$ cat src/rtl/act_word_feeder_pkg.sv
// Shared definitions for the activation word feeder: FSM encodings and the
// elaboration-time geometry check used by the top.
package act_word_feeder_pkg;

  typedef enum logic [1:0] {
    S_IDLE  = 2'd0,
    S_FEED  = 2'd1,
    S_DRAIN = 2'd2
  } state_t;

  // A word must split exactly into ROWS lanes; DEPTH must be a power of two >= 2.
  function automatic bit cfg_ok(input int rows, input int data_w,
                                input int word_w, input int depth);
    return (rows * data_w == word_w) && (rows >= 2) &&
           (depth >= 2) && ((depth & (depth - 1)) == 0);
  endfunction

endpackage

$ cat src/rtl/act_word_feeder_sync_fifo.sv
// Single-clock FIFO with full/empty/level; a push into a full FIFO is taken
// only when a pop happens in the same cycle.
module sync_fifo #(
  parameter int WIDTH = 32,
  parameter int DEPTH = 8
) (
  input  logic                     clk,
  input  logic                     rst_n,
  input  logic                     push,
  input  logic [WIDTH-1:0]         wdata,
  input  logic                     pop,
  output logic [WIDTH-1:0]         rdata,
  output logic                     full,
  output logic                     empty,
  output logic [$clog2(DEPTH):0]   level
);

  localparam int AW = $clog2(DEPTH);

  logic [WIDTH-1:0] mem [DEPTH];
  logic [AW-1:0]    wr_ptr;
  logic [AW-1:0]    rd_ptr;
  logic             wr_en;
  logic             rd_en;

  assign full  = (level == (AW+1)'(DEPTH));
  assign empty = (level == '0);
  assign rd_en = pop && !empty;
  assign wr_en = push && (!full || rd_en);
  assign rdata = mem[rd_ptr];

  // Pointers wrap naturally because DEPTH is a power of two.
  always_ff @(posedge clk or negedge rst_n) begin
    if (!rst_n) begin
      wr_ptr <= '0;
      rd_ptr <= '0;
      level  <= '0;
    end else begin
      if (wr_en) wr_ptr <= wr_ptr + AW'(1);
      if (rd_en) rd_ptr <= rd_ptr + AW'(1);
      case ({wr_en, rd_en})
        2'b10:   level <= level + (AW+1)'(1);
        2'b01:   level <= level - (AW+1)'(1);
        default: level <= level;
      endcase
    end
  end

  always_ff @(posedge clk) begin
    if (wr_en) mem[wr_ptr] <= wdata;
  end

endmodule

$ cat src/rtl/act_word_feeder.sv
// West-edge activation feeder: buffers words, unpacks them into ROWS lanes and
// skews row r by r cycles. Optional FEEDER_STATS_EN adds a bubble counter port.
module act_word_feeder
  import act_word_feeder_pkg::*;
#(
  parameter int WORD_W = 32,
  parameter int DATA_W = 8,
  parameter int ROWS   = 4,
  parameter int DEPTH  = 8,
  parameter int CNT_W  = 16
) (
  input  logic                       clk,
  input  logic                       rst_n,
  input  logic [WORD_W-1:0]          in_data,
  input  logic                       in_valid,
  input  logic                       start,
  input  logic [CNT_W-1:0]           vec_count,
  output logic [ROWS*DATA_W-1:0]     a_out,
  output logic [ROWS-1:0]            a_valid,
  output logic                       busy,
  output logic                       done,
  output logic                       overflow,
  output logic [$clog2(DEPTH):0]     fifo_level
`ifdef FEEDER_STATS_EN
  ,
  output logic [15:0]                bubble_cnt
`endif
);

  localparam int DC_W = $clog2(ROWS) + 1;

  if (!cfg_ok(ROWS, DATA_W, WORD_W, DEPTH)) begin : g_bad_cfg
    $error("act_word_feeder: need ROWS*DATA_W == WORD_W, ROWS >= 2, DEPTH power of two >= 2");
  end

  state_t            state;
  state_t            state_nxt;
  logic [CNT_W-1:0]  remaining;
  logic [DC_W-1:0]   dcnt;
  logic [WORD_W-1:0] fifo_rdata;
  logic              fifo_full;
  logic              fifo_empty;
  logic              start_acc;
  logic              pop;
  logic              last_pop;
  logic              drain_end;
  logic              drop;

  sync_fifo #(
    .WIDTH (WORD_W),
    .DEPTH (DEPTH)
  ) u_fifo (
    .clk   (clk),
    .rst_n (rst_n),
    .push  (in_valid),
    .wdata (in_data),
    .pop   (pop),
    .rdata (fifo_rdata),
    .full  (fifo_full),
    .empty (fifo_empty),
    .level (fifo_level)
  );

  assign start_acc = start && !busy && (state == S_IDLE);
  assign pop       = (state == S_FEED) && !fifo_empty;
  assign last_pop  = pop && (remaining == CNT_W'(1));
  assign drain_end = (state == S_DRAIN) && (dcnt == DC_W'(ROWS - 1));
  assign drop      = in_valid && fifo_full && !pop;

  always_comb begin
    state_nxt = state;
    case (state)
      S_IDLE:  if (start_acc) state_nxt = (vec_count == '0) ? S_DRAIN : S_FEED;
      S_FEED:  if (last_pop)  state_nxt = S_DRAIN;
      S_DRAIN: if (drain_end) state_nxt = S_IDLE;
      default: state_nxt = S_IDLE;
    endcase
  end

  // Control: state, run counters, status flags.
  // DRAIN is entered at dcnt=1 after the last pop so done lands ROWS cycles
  // after that pop; a zero-length run enters at the final count instead.
  always_ff @(posedge clk or negedge rst_n) begin
    if (!rst_n) begin
      state     <= S_IDLE;
      remaining <= '0;
      dcnt      <= '0;
      busy      <= 1'b0;
      done      <= 1'b0;
      overflow  <= 1'b0;
    end else begin
      state <= state_nxt;
      done  <= drain_end;
      if (start_acc)      remaining <= vec_count;
      else if (pop)       remaining <= remaining - CNT_W'(1);
      if (start_acc && vec_count == '0) dcnt <= DC_W'(ROWS - 1);
      else if (last_pop)                dcnt <= DC_W'(1);
      else if (state == S_DRAIN)        dcnt <= dcnt + DC_W'(1);
      if (start_acc)      busy <= 1'b1;
      else if (drain_end) busy <= 1'b0;
      if (drop)           overflow <= 1'b1;
      else if (start_acc) overflow <= 1'b0;
    end
  end

  // Skew stage: row r is the popped lane r delayed by r+1 registers.
  for (genvar r = 0; r < ROWS; r++) begin : g_row
    logic [DATA_W-1:0] pipe_d [r+1];
    logic              pipe_v [r+1];

    always_ff @(posedge clk or negedge rst_n) begin
      if (!rst_n) begin
        for (int k = 0; k <= r; k++) begin
          pipe_d[k] <= '0;
          pipe_v[k] <= 1'b0;
        end
      end else begin
        pipe_d[0] <= pop ? fifo_rdata[r*DATA_W +: DATA_W] : '0;
        pipe_v[0] <= pop;
        for (int k = 1; k <= r; k++) begin
          pipe_d[k] <= pipe_d[k-1];
          pipe_v[k] <= pipe_v[k-1];
        end
      end
    end

    assign a_out[r*DATA_W +: DATA_W] = pipe_d[r];
    assign a_valid[r]                = pipe_v[r];
  end

`ifdef FEEDER_STATS_EN
  logic bubble;
  assign bubble = (state == S_FEED) && fifo_empty;

  always_ff @(posedge clk or negedge rst_n) begin
    if (!rst_n)                            bubble_cnt <= '0;
    else if (start_acc)                    bubble_cnt <= '0;
    else if (bubble && bubble_cnt != '1)   bubble_cnt <= bubble_cnt + 16'd1;
  end
`endif

endmodule
$ cat config.mk
export PLATFORM = sky130hd
export DESIGN_NAME = act_word_feeder
export DESIGN_NICKNAME = d
export VERILOG_FILES = /design/src/rtl/act_word_feeder_pkg.sv /design/src/rtl/act_word_feeder_sync_fifo.sv /design/src/rtl/act_word_feeder.sv
export SDC_FILE = /design/constraint.sdc
export NUM_CORES = 1
export LEC_CHECK = 0
export BUFFER_PORTS_ARGS = -buffer_cell sky130_fd_sc_hd__buf_4
export CAP_MARGIN = 20
export CORE_MARGIN = 2
export CORE_UTILIZATION = 54
export DETAILED_ROUTE_END_ITERATION = 6
export PLACE_DENSITY = 0.86
export SYNTH_ARGS = -nofsm -noshare
export SYNTH_HDL_FRONTEND = slang
export SYNTH_SLANG_ARGS = --single-unit
$ cat constraint.sdc
create_clock -name clk -period 3.78 [get_ports clk]
set_clock_uncertainty 0.1 [all_clocks]
set_input_delay 0.756 -clock clk [delete_from_list [all_inputs] [get_ports clk]]
set_output_delay 0.756 -clock clk [all_outputs]
set_load 0.02 [all_outputs]
==> metrics <==
starting DRC count in detailed routing between 600 and 700; Lkg Pwr roughly 6 nW; Die ar. about 0.027 mm^2; r2r startpoint state[0]; Final Max Tran Viols 0; area share of fa/ha/maj cells after synthesis less than 1%; Max Cap Viol 0; sequential share of the synthesized area between 70% and 80%; Worst setup EP type flop; final-report setup violation count 0; Synthesis Warnings 0; Tot GR Track Use ~20%; IO Port Bufs 94; Post-synth EDFFs 256; Synthesized Nets around 770; area grow syn2layout 16.44%; initial antenna violation count 0; post-synth cell types 53; clock-pin slew on the worst setup and hold paths 0.06 ns; Synth Register Bits roughly 370; Chip Height between 150 and 200 um; CP startpoint state[0]; Antenna Cells 0; pwr/cell area 589.7 mW/mm^2; Gate Count Post-Synth slightly above 700; Mapped Avg Cell Area 19.46 um^2; Via Count between 6000 and 7000; post-layout min period slightly above 3 ns; Hold Buf Count CTS 0; gr ovfl total 0; global route hottest layer met2; placed cells 1104; final WL between 20 and 30 mm; post-synthesis simple-gate area fraction roughly 4.7%; routed vias/inst 5.828; Crit Path Class reg2reg; main combinational cell family by area after synthesis multiplexers; setup TNS 0 ns; DP HPWL between 15 and 20 mm; reg2reg end u_fifo.mem[1][21]; Core Area between 0.02 and 0.03 mm^2; Root Buffer clkbuf_16; Worst slew margin a little under two fifths; H-Tree Level Count 2; initial core utilization between 50% and 60%; cell depth of the worst flop-to-flop path 6; critical path fanouts, max 18; number of gates resized after cts 0; RSZ-0062 raised after global routing false; final hold violations 0; Die Wd 164.5 um; flop2flop setup slack 0.71 ns; routing usage on met1 26.94%; Pre-antenna DRT Iters 4; post-CTS setup buffers 0; crit path to u_fifo.mem[1][21]; worst-margin pin slew around 0.94 ns; Non-Filler Instances roughly 1200; main flop type after synthesis edfxtp_1; Final #Nets about 870; routed len/inst 22.14 um; status complete, no violations; share of cells above drive strength 1 30.45%; Post-Syn Area around 0.014 mm^2; row cnt just under 60; Synth Area in Compound Gates roughly 1.8%; met3 usage between 3 and 4%; Residual DRC 0; largest net degree at the start of global routing 60; routability cong. between 0.8 and 0.9; Critical Path Start Type flop; TritonCTS clock tree done; Final ANT Viol Nets 0; vias in the first global route 7072; Final period util between 80% and 90%; f_max 0.3254 GHz; Ports 95; Req. time, crit path roughly 3.9 ns; first-pass GRT wire length slightly above 40 mm; met2 GRT Util approximately a third; Critical Path AT around 3.2 ns; Worst IR Drop VDD just under 0.4 mV; Sink Count roughly 370; Fillers approximately 1700; mux contribution to synthesized area a little over an eighth; clock latency on the worst-skew pair about 0.52 ns; Longest Clk Path Bufs 3; Async SR Flop Fraction between 30% and 40%; xor and xnor fraction of the mapped netlist area 0.6923%; Hold WC Path Type in2async; cts bufs inserted 38
## worst max-delay path: stages, from the launching register on
cell     delay (ns)
dfrtp_1        0.43
nor2b_1        0.17
buf_4          0.20
o21a_1         0.29
nand2_1        0.29
nor3_4         0.80
buf_4          0.44
## cell type report
type / count / area (um^2) / share of cell area (%)
clock inverters: 20 / 198.9 / 1.228
well taps: 330 / 412.9 / 2.548
inverters: 6 / 25.02 / 0.1544
flip-flops and latches: 374 / 10650 / 65.71
repair buffers: 113 / 877.1 / 5.413
multi-input cells: 281 / 2975 / 18.36
clock buffers: 50 / 1067 / 6.587
## power by group
group / internal (mW) / switching, mW
combinational: 0.280 / 0.520
sequential: 4.86 / 0.174
clock: 2.21 / 1.51
total: 7.35 / 2.20
## logic make-up (layout without fill, tap and decap cells)
| family | after synthesis | count (layout) |
|---|---|---|
| flops | 374 | 374 |
| buf+inv | 60 | 189 |
| mux | 101 | 101 |
| compound gates | 34 | 34 |
| fa+ha+maj | 7 | 7 |
| xor+xnor | 11 | 11 |
| simple gates | 128 | 128 |
## cells in the final DEF, fill, tap and decap left out, types with 3 or more instances in the layout
cell type    n
buf_4      110
mux4_2      64
o21ai_0      7
edfxtp_1   256
clkinv_1     7
nand4_1      4
nor2_4       6
mux2_2       3
ha_1         7
xor2_1       4
nor3_1       7
nor4_1       7
xnor2_1      7
clkbuf_16   39
bufinv_16    3
clkbuf_8     5
clkinv_2     6
nor2_1      44
nand2b_1     4
inv_1        5
a221o_1      3
o311ai_0     6
mux2i_1     34
nand3_1     11
o211ai_1     4
or4_1        4
nand2_1     22
dfrtp_1    115
clkbuf_1     6
a21oi_1      3
## sequential cells by signal, indices dropped and copies added, names as in the netlist
signal and cells:
u_fifo.mem 256, g_row.pipe_d 56, a_out 24, remaining 16
u_fifo.level 4, dcnt 3, g_row.pipe_v 3, u_fifo.rd_ptr 3
u_fifo.wr_ptr 3, state 2, a_valid 1, busy 1
done 1, overflow 1
## routing by layer
layer,vias up,wire [um]
met5,-,0
met4,0,585
met3,59,1513
met2,229,13230
met1,3578,10660
li1,2976,-
## cells in the mapped netlist, types with 3 or more instances
library cell,instances,area share [%]
nand2b_1,4,0.18
clkbuf_1,9,0.24
edfxtp_1,256,55
inv_1,5,0.13
o21ai_0,7,0.25
a221o_1,3,0.22
or4_1,4,0.22
a21oi_1,3,0.11
mux2i_1,34,2.4
buf_2,11,0.40
nand3_1,11,0.40
buf_1,5,0.13
o211ai_1,4,0.22
mux4_2,64,10
nor2_1,50,1.3
dfrtp_1,118,21
nor4_1,7,0.31
buf_4,25,1.3
xnor2_1,7,0.44
mux2_2,3,0.24
ha_1,7,0.63
nand2_1,22,0.59
o311ai_0,6,0.38
nor3_1,9,0.32
buf_6,3,0.24
nand4_1,4,0.18
xor2_1,4,0.25
## worst min-delay path by stage
stage	startpoint	to	depth (start not counted)	slack [ns]
2_1_floorplan	g_row[1].pipe_d[10]	a_out[10]	0	0.23
4_1_cts	rst_n	u_fifo.wr_ptr[1]	1	0.11
5_1_grt	rst_n	busy	1	0.12
3_5_place_dp	g_row[2].pipe_d[12]	a_out[20]	0	0.23
6_report	rst_n	busy	1	0.09
3_3_place_gp	g_row[3].pipe_d[21]	g_row[3].pipe_d[13]	0	0.23
## per-stage QoR
stage	cell area, um^2	worst slack [ns]	util (%)	hold slack (ns)	power [mW]
global route	16200	0.5338	64.16	0.1243	9.896
finish	16200	0.7073	64.16	0.08975	9.554
CTS	16200	0.6917	64.16	0.1076	9.632
detailed placement	14940	0.6070	59.15	0.2347	5.914
global placement	14940	0.6857	59.15	0.2313	5.850
floorplan	13930	0.4905	-	0.2312	5.498
Note: power is estimated with default switching activity, not from simulation.
